`config.mk`:
```
export PLATFORM = sky130hd
export DESIGN_NAME = mesm6_alu_seq_flat
export DESIGN_NICKNAME = d
export VERILOG_FILES = /design/src/rtl/mesm6_alu_pkg.sv /design/src/rtl/mesm6_alu_seq_if.sv /design/src/rtl/mesm6_alu_seq_rom.sv /design/src/rtl/mesm6_alu_seq.sv /design/src/flat_wrapper.sv
export VERILOG_INCLUDE_DIRS = /design/src /design/src/rtl
export SDC_FILE = /design/constraint.sdc
export NUM_CORES = 1
export LEC_CHECK = 0
export BUFFER_PORTS_ARGS = -buffer_cell sky130_fd_sc_hd__buf_2
export CAP_MARGIN = 20
export CORE_ASPECT_RATIO = 0.8
export CORE_MARGIN = 2
export CORE_UTILIZATION = 40
export DETAILED_ROUTE_END_ITERATION = 6
export PLACE_DENSITY = 0.76
export SETUP_SLACK_MARGIN = 0.2
export SLEW_MARGIN = 20
export SYNTH_ARGS = -nofsm -noshare
export SYNTH_HDL_FRONTEND = slang
export SYNTH_SLANG_ARGS = --single-unit
```
`constraint.sdc`:
```
create_clock -name clk -period 3.6 [get_ports clk]
set_input_delay 0.72 -clock clk [delete_from_list [all_inputs] [get_ports clk]]
set_output_delay 0.72 -clock clk [all_outputs]
set_load 0.05 [all_outputs]
```
`src/rtl/mesm6_defines.sv`:
```
// mesm6_defines.sv: ALU micro-op encodings shared by the mesm6 ALU and its sequencer.
`ifndef MESM6_DEFINES_SV
`define MESM6_DEFINES_SV

`define ALU_OP_WIDTH          3
`define ALU_NOP               3'd0
`define ALU_AND               3'd1
`define ALU_OR                3'd2
`define ALU_XOR               3'd3
`define ALU_ADD_CARRY_AROUND  3'd4
`define ALU_SHIFT             3'd5
`define ALU_COUNT             3'd6

`endif

```
`src/rtl/mesm6_alu_pkg.sv`:
```
// mesm6_alu_pkg: macro-op codes, sequencer states and typed ALU uop constants.
`include "mesm6_defines.sv"

package mesm6_alu_pkg;

  localparam int unsigned WORD_W    = 48;
  localparam int unsigned MOP_W     = 3;
  localparam int unsigned ALU_OP_W  = `ALU_OP_WIDTH;
  localparam int unsigned MAX_STEPS = 2;
  localparam int unsigned STEP_W    = (MAX_STEPS > 1) ? $clog2(MAX_STEPS) : 1;

  typedef enum logic [MOP_W-1:0] {
    AAX = 3'd0,
    AOX = 3'd1,
    AEX = 3'd2,
    ARX = 3'd3,
    ASX = 3'd4,
    ACX = 3'd5
  } mop_t;

  typedef enum logic [1:0] {
    IDLE  = 2'd0,
    EXEC  = 2'd1,
    DRAIN = 2'd2,
    RESP  = 2'd3
  } seq_state_t;

  typedef logic [ALU_OP_W-1:0] alu_op_t;

  localparam alu_op_t UOP_NOP              = alu_op_t'(`ALU_NOP);
  localparam alu_op_t UOP_AND              = alu_op_t'(`ALU_AND);
  localparam alu_op_t UOP_OR               = alu_op_t'(`ALU_OR);
  localparam alu_op_t UOP_XOR              = alu_op_t'(`ALU_XOR);
  localparam alu_op_t UOP_ADD_CARRY_AROUND = alu_op_t'(`ALU_ADD_CARRY_AROUND);
  localparam alu_op_t UOP_SHIFT            = alu_op_t'(`ALU_SHIFT);
  localparam alu_op_t UOP_COUNT            = alu_op_t'(`ALU_COUNT);

endpackage

```
`src/rtl/mesm6_alu_seq_if.sv`:
```
// mesm6_alu_seq_if: decode-side request and response handshake of the ALU sequencer.
interface mesm6_alu_seq_if;
  import mesm6_alu_pkg::*;

  logic              req_valid;
  logic              req_ready;
  logic [MOP_W-1:0]  req_mop;
  logic [WORD_W-1:0] req_a;
  logic [WORD_W-1:0] req_b;
  logic              rsp_valid;
  logic              rsp_ready;
  logic [WORD_W-1:0] rsp_result;
  logic [WORD_W-1:0] rsp_y;
  logic              rsp_err;

  modport master (
    output req_valid, req_mop, req_a, req_b, rsp_ready,
    input  req_ready, rsp_valid, rsp_result, rsp_y, rsp_err
  );

  modport slave (
    input  req_valid, req_mop, req_a, req_b, rsp_ready,
    output req_ready, rsp_valid, rsp_result, rsp_y, rsp_err
  );

endinterface

```
`src/rtl/mesm6_alu_seq_rom.sv`:
```
// mesm6_alu_seq_rom: combinational (mop, step) -> (uop, last, valid) micro-op table.
module mesm6_alu_seq_rom
  import mesm6_alu_pkg::*;
(
  input  logic [MOP_W-1:0]  mop,
  input  logic [STEP_W-1:0] step,
  output alu_op_t           uop_c,
  output logic              last_c,
  output logic              valid_c
);

  always_comb begin
    uop_c   = UOP_NOP;
    last_c  = 1'b1;
    valid_c = 1'b0;
    case (mop)
      AAX: begin uop_c = UOP_AND;              valid_c = 1'b1; end
      AOX: begin uop_c = UOP_OR;               valid_c = 1'b1; end
      AEX: begin uop_c = UOP_XOR;              valid_c = 1'b1; end
      ARX: begin uop_c = UOP_ADD_CARRY_AROUND; valid_c = 1'b1; end
      ASX: begin uop_c = UOP_SHIFT;            valid_c = 1'b1; end
      // Popcount of A, then end-around add of that count to B.
      ACX: begin
        valid_c = 1'b1;
        if (step == '0) begin
          uop_c  = UOP_COUNT;
          last_c = 1'b0;
        end else begin
          uop_c  = UOP_ADD_CARRY_AROUND;
        end
      end
      default: ;
    endcase
  end

endmodule

```
`src/rtl/mesm6_alu_seq.sv`:
```
// mesm6_alu_seq: issues ALU micro-op sequences for decoded macro-ops, one request at a time.
// Optional EXEC watchdog enabled by defining MESM6_ALU_SEQ_TIMEOUT_EN.
module mesm6_alu_seq
  import mesm6_alu_pkg::*;
(
  input  logic              clk,
  input  logic              reset_n,
  mesm6_alu_seq_if.slave    bus,
  output alu_op_t           alu_op,
  output logic [WORD_W-1:0] alu_a,
  output logic [WORD_W-1:0] alu_b,
  input  logic [WORD_W-1:0] alu_result,
  input  logic [WORD_W-1:0] alu_y,
  input  logic              alu_done
);

`ifdef MESM6_ALU_SEQ_TIMEOUT_EN
  parameter int unsigned TIMEOUT_CYCLES = 15;
  localparam int unsigned TMO_W =
    ($clog2(TIMEOUT_CYCLES + 1) > 4) ? $clog2(TIMEOUT_CYCLES + 1) : 4;
  logic [TMO_W-1:0] tmo_cnt;
`endif

  seq_state_t        state;
  logic [MOP_W-1:0]  mop_q;
  logic [WORD_W-1:0] b_q;
  logic [STEP_W-1:0] step;
  logic              req_ready_q;
  logic              rsp_valid_q;
  logic              rsp_err_q;
  logic [WORD_W-1:0] rsp_result_q;
  logic [WORD_W-1:0] rsp_y_q;

  logic [MOP_W-1:0]  rom_mop;
  logic [STEP_W-1:0] rom_step;
  alu_op_t           rom_uop;
  logic              rom_last;
  logic              rom_valid;

  assign bus.req_ready  = req_ready_q;
  assign bus.rsp_valid  = rsp_valid_q;
  assign bus.rsp_err    = rsp_err_q;
  assign bus.rsp_result = rsp_result_q;
  assign bus.rsp_y      = rsp_y_q;

  // Table lookup: first step of the incoming mop in IDLE, the next step while draining.
  always_comb begin
    rom_mop  = mop_q;
    rom_step = step;
    if (state == IDLE) begin
      rom_mop  = bus.req_mop;
      rom_step = '0;
    end else if (state == DRAIN) begin
      rom_step = STEP_W'(step + 1'b1);
    end
  end

  mesm6_alu_seq_rom u_rom (
    .mop     (rom_mop),
    .step    (rom_step),
    .uop_c   (rom_uop),
    .last_c  (rom_last),
    .valid_c (rom_valid)
  );

  always_ff @(posedge clk or negedge reset_n) begin
    if (!reset_n) begin
      state        <= IDLE;
      mop_q        <= '0;
      b_q          <= '0;
      step         <= '0;
      alu_op       <= UOP_NOP;
      alu_a        <= '0;
      alu_b        <= '0;
      req_ready_q  <= 1'b1;
      rsp_valid_q  <= 1'b0;
      rsp_err_q    <= 1'b0;
      rsp_result_q <= '0;
      rsp_y_q      <= '0;
`ifdef MESM6_ALU_SEQ_TIMEOUT_EN
      tmo_cnt      <= '0;
`endif
    end else begin
      case (state)
        IDLE: begin
          if (bus.req_valid) begin
            mop_q       <= bus.req_mop;
            b_q         <= bus.req_b;
            alu_a       <= bus.req_a;
            alu_b       <= bus.req_b;
            step        <= '0;
            req_ready_q <= 1'b0;
`ifdef MESM6_ALU_SEQ_TIMEOUT_EN
            tmo_cnt     <= '0;
`endif
            if (rom_valid) begin
              alu_op <= rom_uop;
              state  <= EXEC;
            end else begin
              // Undefined mop: answer with an error, the ALU is never touched.
              rsp_result_q <= '0;
              rsp_y_q      <= '0;
              rsp_err_q    <= 1'b1;
              rsp_valid_q  <= 1'b1;
              state        <= RESP;
            end
          end
        end

        EXEC: begin
          if (alu_done) begin
            rsp_result_q <= alu_result;
            rsp_y_q      <= alu_y;
            alu_op       <= UOP_NOP;
            if (rom_last) begin
              rsp_valid_q <= 1'b1;
              state       <= RESP;
            end else begin
              state <= DRAIN;
            end
          end
`ifdef MESM6_ALU_SEQ_TIMEOUT_EN
          else if (tmo_cnt == TMO_W'(TIMEOUT_CYCLES - 1)) begin
            alu_op       <= UOP_NOP;
            rsp_result_q <= '0;
            rsp_y_q      <= '0;
            rsp_err_q    <= 1'b1;
            rsp_valid_q  <= 1'b1;
            state        <= RESP;
          end else begin
            tmo_cnt <= TMO_W'(tmo_cnt + 1'b1);
          end
`endif
        end

        // One NOP cycle lets the ALU drop done before the chained uop starts.
        DRAIN: begin
          alu_a  <= rsp_result_q;
          alu_b  <= b_q;
          alu_op <= rom_uop;
          step   <= STEP_W'(step + 1'b1);
`ifdef MESM6_ALU_SEQ_TIMEOUT_EN
          tmo_cnt <= '0;
`endif
          state  <= EXEC;
        end

        RESP: begin
          if (bus.rsp_ready) begin
            rsp_valid_q <= 1'b0;
            rsp_err_q   <= 1'b0;
            req_ready_q <= 1'b1;
            state       <= IDLE;
          end
        end

        default: state <= IDLE;
      endcase
    end
  end

endmodule

```
`src/flat_wrapper.sv`:
```
// flat-port wrapper written by rule: the top's interface ports become plain ports
module mesm6_alu_seq_flat import mesm6_alu_pkg::*;
  (clk, reset_n, alu_op, alu_a, alu_b, alu_result, alu_y, alu_done, bus_req_valid, bus_req_mop, bus_req_a, bus_req_b, bus_rsp_ready, bus_req_ready, bus_rsp_valid, bus_rsp_result, bus_rsp_y, bus_rsp_err);
  mesm6_alu_seq_if bus_i ();
  input  logic clk;
  input  logic reset_n;
  output alu_op_t alu_op;
  output logic [WORD_W-1:0] alu_a;
  output logic [WORD_W-1:0] alu_b;
  input  logic [WORD_W-1:0] alu_result;
  input  logic [WORD_W-1:0] alu_y;
  input  logic alu_done;
  input wire logic [$bits(bus_i.req_valid)-1:0] bus_req_valid;
  input wire logic [$bits(bus_i.req_mop)-1:0] bus_req_mop;
  input wire logic [$bits(bus_i.req_a)-1:0] bus_req_a;
  input wire logic [$bits(bus_i.req_b)-1:0] bus_req_b;
  input wire logic [$bits(bus_i.rsp_ready)-1:0] bus_rsp_ready;
  output wire logic [$bits(bus_i.req_ready)-1:0] bus_req_ready;
  output wire logic [$bits(bus_i.rsp_valid)-1:0] bus_rsp_valid;
  output wire logic [$bits(bus_i.rsp_result)-1:0] bus_rsp_result;
  output wire logic [$bits(bus_i.rsp_y)-1:0] bus_rsp_y;
  output wire logic [$bits(bus_i.rsp_err)-1:0] bus_rsp_err;
  assign bus_i.req_valid = bus_req_valid;
  assign bus_i.req_mop = bus_req_mop;
  assign bus_i.req_a = bus_req_a;
  assign bus_i.req_b = bus_req_b;
  assign bus_i.rsp_ready = bus_rsp_ready;
  assign bus_req_ready = bus_i.req_ready;
  assign bus_rsp_valid = bus_i.rsp_valid;
  assign bus_rsp_result = bus_i.rsp_result;
  assign bus_rsp_y = bus_i.rsp_y;
  assign bus_rsp_err = bus_i.rsp_err;
  mesm6_alu_seq u_core (.clk(clk), .reset_n(reset_n), .bus(bus_i), .alu_op(alu_op), .alu_a(alu_a), .alu_b(alu_b), .alu_result(alu_result), .alu_y(alu_y), .alu_done(alu_done));
endmodule
```
==> metrics.md <==
| Metric | Value |
|---|---|
| Tmin final | 2687 ps |
| Fill cells | 2591 |
| Reg2reg setup slack | 910 ps |
| Synthesis-to-layout area growth | 27.13% |
| Hold Fails Final Rpt | 0 |
| Largest family of logic cells by synthesized area | multiplexers |
| Primary FF master, synth | dfrtp_1 |
| Kind of critical path | reg2reg |
| Via count | 8645 |
| Peak supply drop | 630.7 uV |
| Vias/cell | 4.843 |
| CTS tree | yes |
| Global route overflow | 0 |
| Most frequent cells in the layout | buf_2 (396), dfrtp_1 (251), nand2_1 (214) |
| Vias in the first global route | 8560 |
| Synth Instances | 1015 |
| Die W | 192.6 um |
| Die Span Y | 154.9 um |
| Storage cell area | 6307 um^2 |
| Met2 GRT Util | 0.3176 |
| Core area | 28150 um^2 |
| Hold/Removal Path Class | in2async |
| Layout cells sized above 1 | 0.4859 |
| Total Power | 15.53 mW |
| 1st-iter DRT viols | 402 |
| DRC | 0 |
| IO Port Bufs | 397 |
| Worst R2R Path Depth | 6 |
| Dpl cells | 1739 |
| Simple-Gate Fraction of Synth Area | 0.1235 |
| IO Pins | 398 |
| Clk_skew | 15.77 ps |
| Syn Nets | 1220 |
| Detail Placement HPWL | 21.10 mm |
| Met1 usage | 0.2379 |
| Initial Util | 0.4046 |
| Worst EP arrival | 3060 ps |
| Seq/Total Area, Yosys | 0.5539 |
| Status | finished, final reports clean |
| GPL Wtd Cong | 0.7914 |
| Clock transition at path regs | 60 ps |
| Post-synth ARST share | 1.000 |
| Final core occ | 0.5143 |
| Seq cells post-synth | 252 |
| Finished Layout Cells | 1785 |
| Tot GR Track Use | 0.1876 |
| CTS H-tree lvls | 1 |
| Gr busiest metal | met2 |
| Final Max Tran Viols | 0 |
| ANT nets after route | 0 |
| Die area | 29840 um^2 |
| Fin crit share | 0.7463 |
| Hold Buf Count CTS | 0 |
| Synth cell types | 38 |
| Synthesized area per cell | 11.22 um^2 |
| Max Fanout on Critical Path | 50 |
| Endpoint class of the critical path | flip-flop |
| Num rows | 55 |
| Hold slack | 229.3 ps |
| RSZ-0062 raised after global routing | false |
| Root buffer cell | clkbuf_16 |
| YS warnings | 0 |
| Clk buf depth | 3 |
| Initial antenna violation count | 1 |
| Wire length per cell | 16.34 um |
| Worst-margin pin slew | 1089 ps |
| Adder-cell share of the synthesized area | 0.005494 |
| CTS Buf Count | 27 |
| Total negative setup slack | 0 ps |
| Pin count of the biggest net entering global routing | 99 |
| Synth Area in Compound Gates | 0.1255 |
| Worst path required time | 3970 ps |
| Routed wire length | 29.17 mm |
| Post-synthesis xor/xnor area fraction | 0 |
| Crit-path cells | inv_1 -> ha_1 -> nand2_4 -> a21boi_4 -> buf_4 -> o21ai_0 |
| Reg-to-Reg Start | u_core.state[0]$_DFFE_PN0P_ |
| Most common cell after layout, fill and taps aside | buf_2 |
| M3 GR Usage | 0.04331 |
| Post-CTS setup buffers | 0 |
| FMAX | 372.2 MHz |
| Leakage power total | 7.185 nW |
| Post-synth EDFFs | 0 |
| Sink Count | 252 |
| Max-slew headroom | 0.2742 |
| Post-CTS Resized | 0 |
| Multiplexer share of the synthesized area | 0.1406 |
| Max-capacitance violation count | 0 |
| First-pass DRT Iterations | 4 |
| First-pass GRT wire length | 44.94 mm |
| Cell area after synthesis | 11390 um^2 |
| Crit path launch type | flip-flop |
| Pwr dens | 1073 nW/um^2 |
| Worst skew pair latency | 530 ps |
| Setup violators final | 0 |
| Area of the multi-input gates | 4532 um^2 |
| # nets final | 1603 |
| CP max-delay cell | a21boi_4 |
| Worst reg2reg path endpoint | u_core.alu_b[40]$_DFFE_PN0P_ |
| Critical Path Max Stage Delay | 500 ps |
[kinds of logic (layout without fill, tap and decap cells)]
group                    Yosys count  after routing
multiplexers                     153            153
other                              0              1
adder cells (fa/ha/maj)            5              5
AO/OA/AOI/OAI                    215            215
AND/OR/NAND/NOR                  309            309
buffers and inverters             81            480
flip-flops                       252            252
[per-layer routing]
layer / share of wire / vias to the layer above
met5: 0 / -
met2: 0.48 / 280
met4: 0.030 / 0
met3: 0.068 / 58
met1: 0.42 / 4114
li1: - / 4193
[flip-flops by register name, summed over array words and instances (netlist names)]
signal	count
u_core.bus.req_ready	1
u_core.alu_a	48
u_core.bus.rsp_result	48
u_core.bus.rsp_err	1
u_core.alu_op	3
u_core.state	2
u_core.bus.rsp_y	48
u_core.mop_q	3
u_core.alu_b	48
u_core.bus.rsp_valid	1
u_core.step	1
u_core.b_q	48
[metrics by stage]
stage | instance area (um^2) | setup WS [ps]
detailed placement | 13630 | 891.5
finish | 14480 | 913.4
global placement | 13630 | 954.2
global route | 14470 | 666.9
floorplan | 11390 | 1589
CTS | 14470 | 889.1
[worst max-delay path, delay by kind of cell, from the launching register on]
family	cells	cell delay (ps)
AOI/OAI and AO/OA	2	680
adders and majority gates	1	440
buffers and inverters	2	610
DFF	1	430
and+or+nand+nor	1	350
[where the power goes]
group	switching, mW	internal [mW]
clock	1.10	1.58
combinational	5.83	2.31
sequential	0.716	4.00
total	7.64	7.89
[synth_stat cells, types with 2 or more instances]
cell type	n	area [um^2]
buf_2	31	155.2
nand2_1	214	803.3
inv_1	8	30.03
nand2b_1	2	12.51
nand3_1	2	10.01
a31oi_1	2	12.51
mux2_2	52	585.6
o21ai_2	81	709.4
o21ai_1	16	80.08
a22o_1	2	17.52
nor2b_1	2	12.51
buf_4	2	15.01
clkbuf_1	19	71.32
o21ai_0	99	495.5
nand2_2	80	500.5
mux2i_1	100	1001
nor2_1	2	7.510
dfrtp_1	251	6281
nor3b_1	2	15.01
buf_12	9	180.2
a21oi_1	8	40.04
buf_6	11	123.9
ha_1	5	62.56
[cell type report]
cell class              instances  share of cell area
multi-input cells             682              0.3131
well taps                     370             0.03198
clock inverters                 5            0.003457
diodes                          1           0.0001729
clock buffers                  40             0.05488
inverters                       8            0.002074
repair buffers                427              0.1587
flip-flops and latches        252              0.4357
[how the worst max path moves through the flow]
stage / start / end / slack, ps / cells past startpoint
finish: u_core.state[0]$_DFFE_PN0P_ / u_core.alu_b[40]$_DFFE_PN0P_ / 910 / 6
global route: u_core.state[0]$_DFFE_PN0P_ / u_core.alu_b[30]$_DFFE_PN0P_ / 670 / 6
CTS: u_core.state[0]$_DFFE_PN0P_ / u_core.bus.rsp_y[13]$_DFFE_PN0P_ / 890 / 6
detailed placement: u_core.state[0]$_DFFE_PN0P_ / u_core.bus.rsp_y[11]$_DFFE_PN0P_ / 890 / 6
global placement: u_core.state[0]$_DFFE_PN0P_ / u_core.bus.rsp_y[13]$_DFFE_PN0P_ / 950 / 6
floorplan: u_core.state[0]$_DFFE_PN0P_ / u_core.bus.rsp_valid$_DFFE_PN0P_ / 1590 / 7
(Power assumes the default switching activity.)
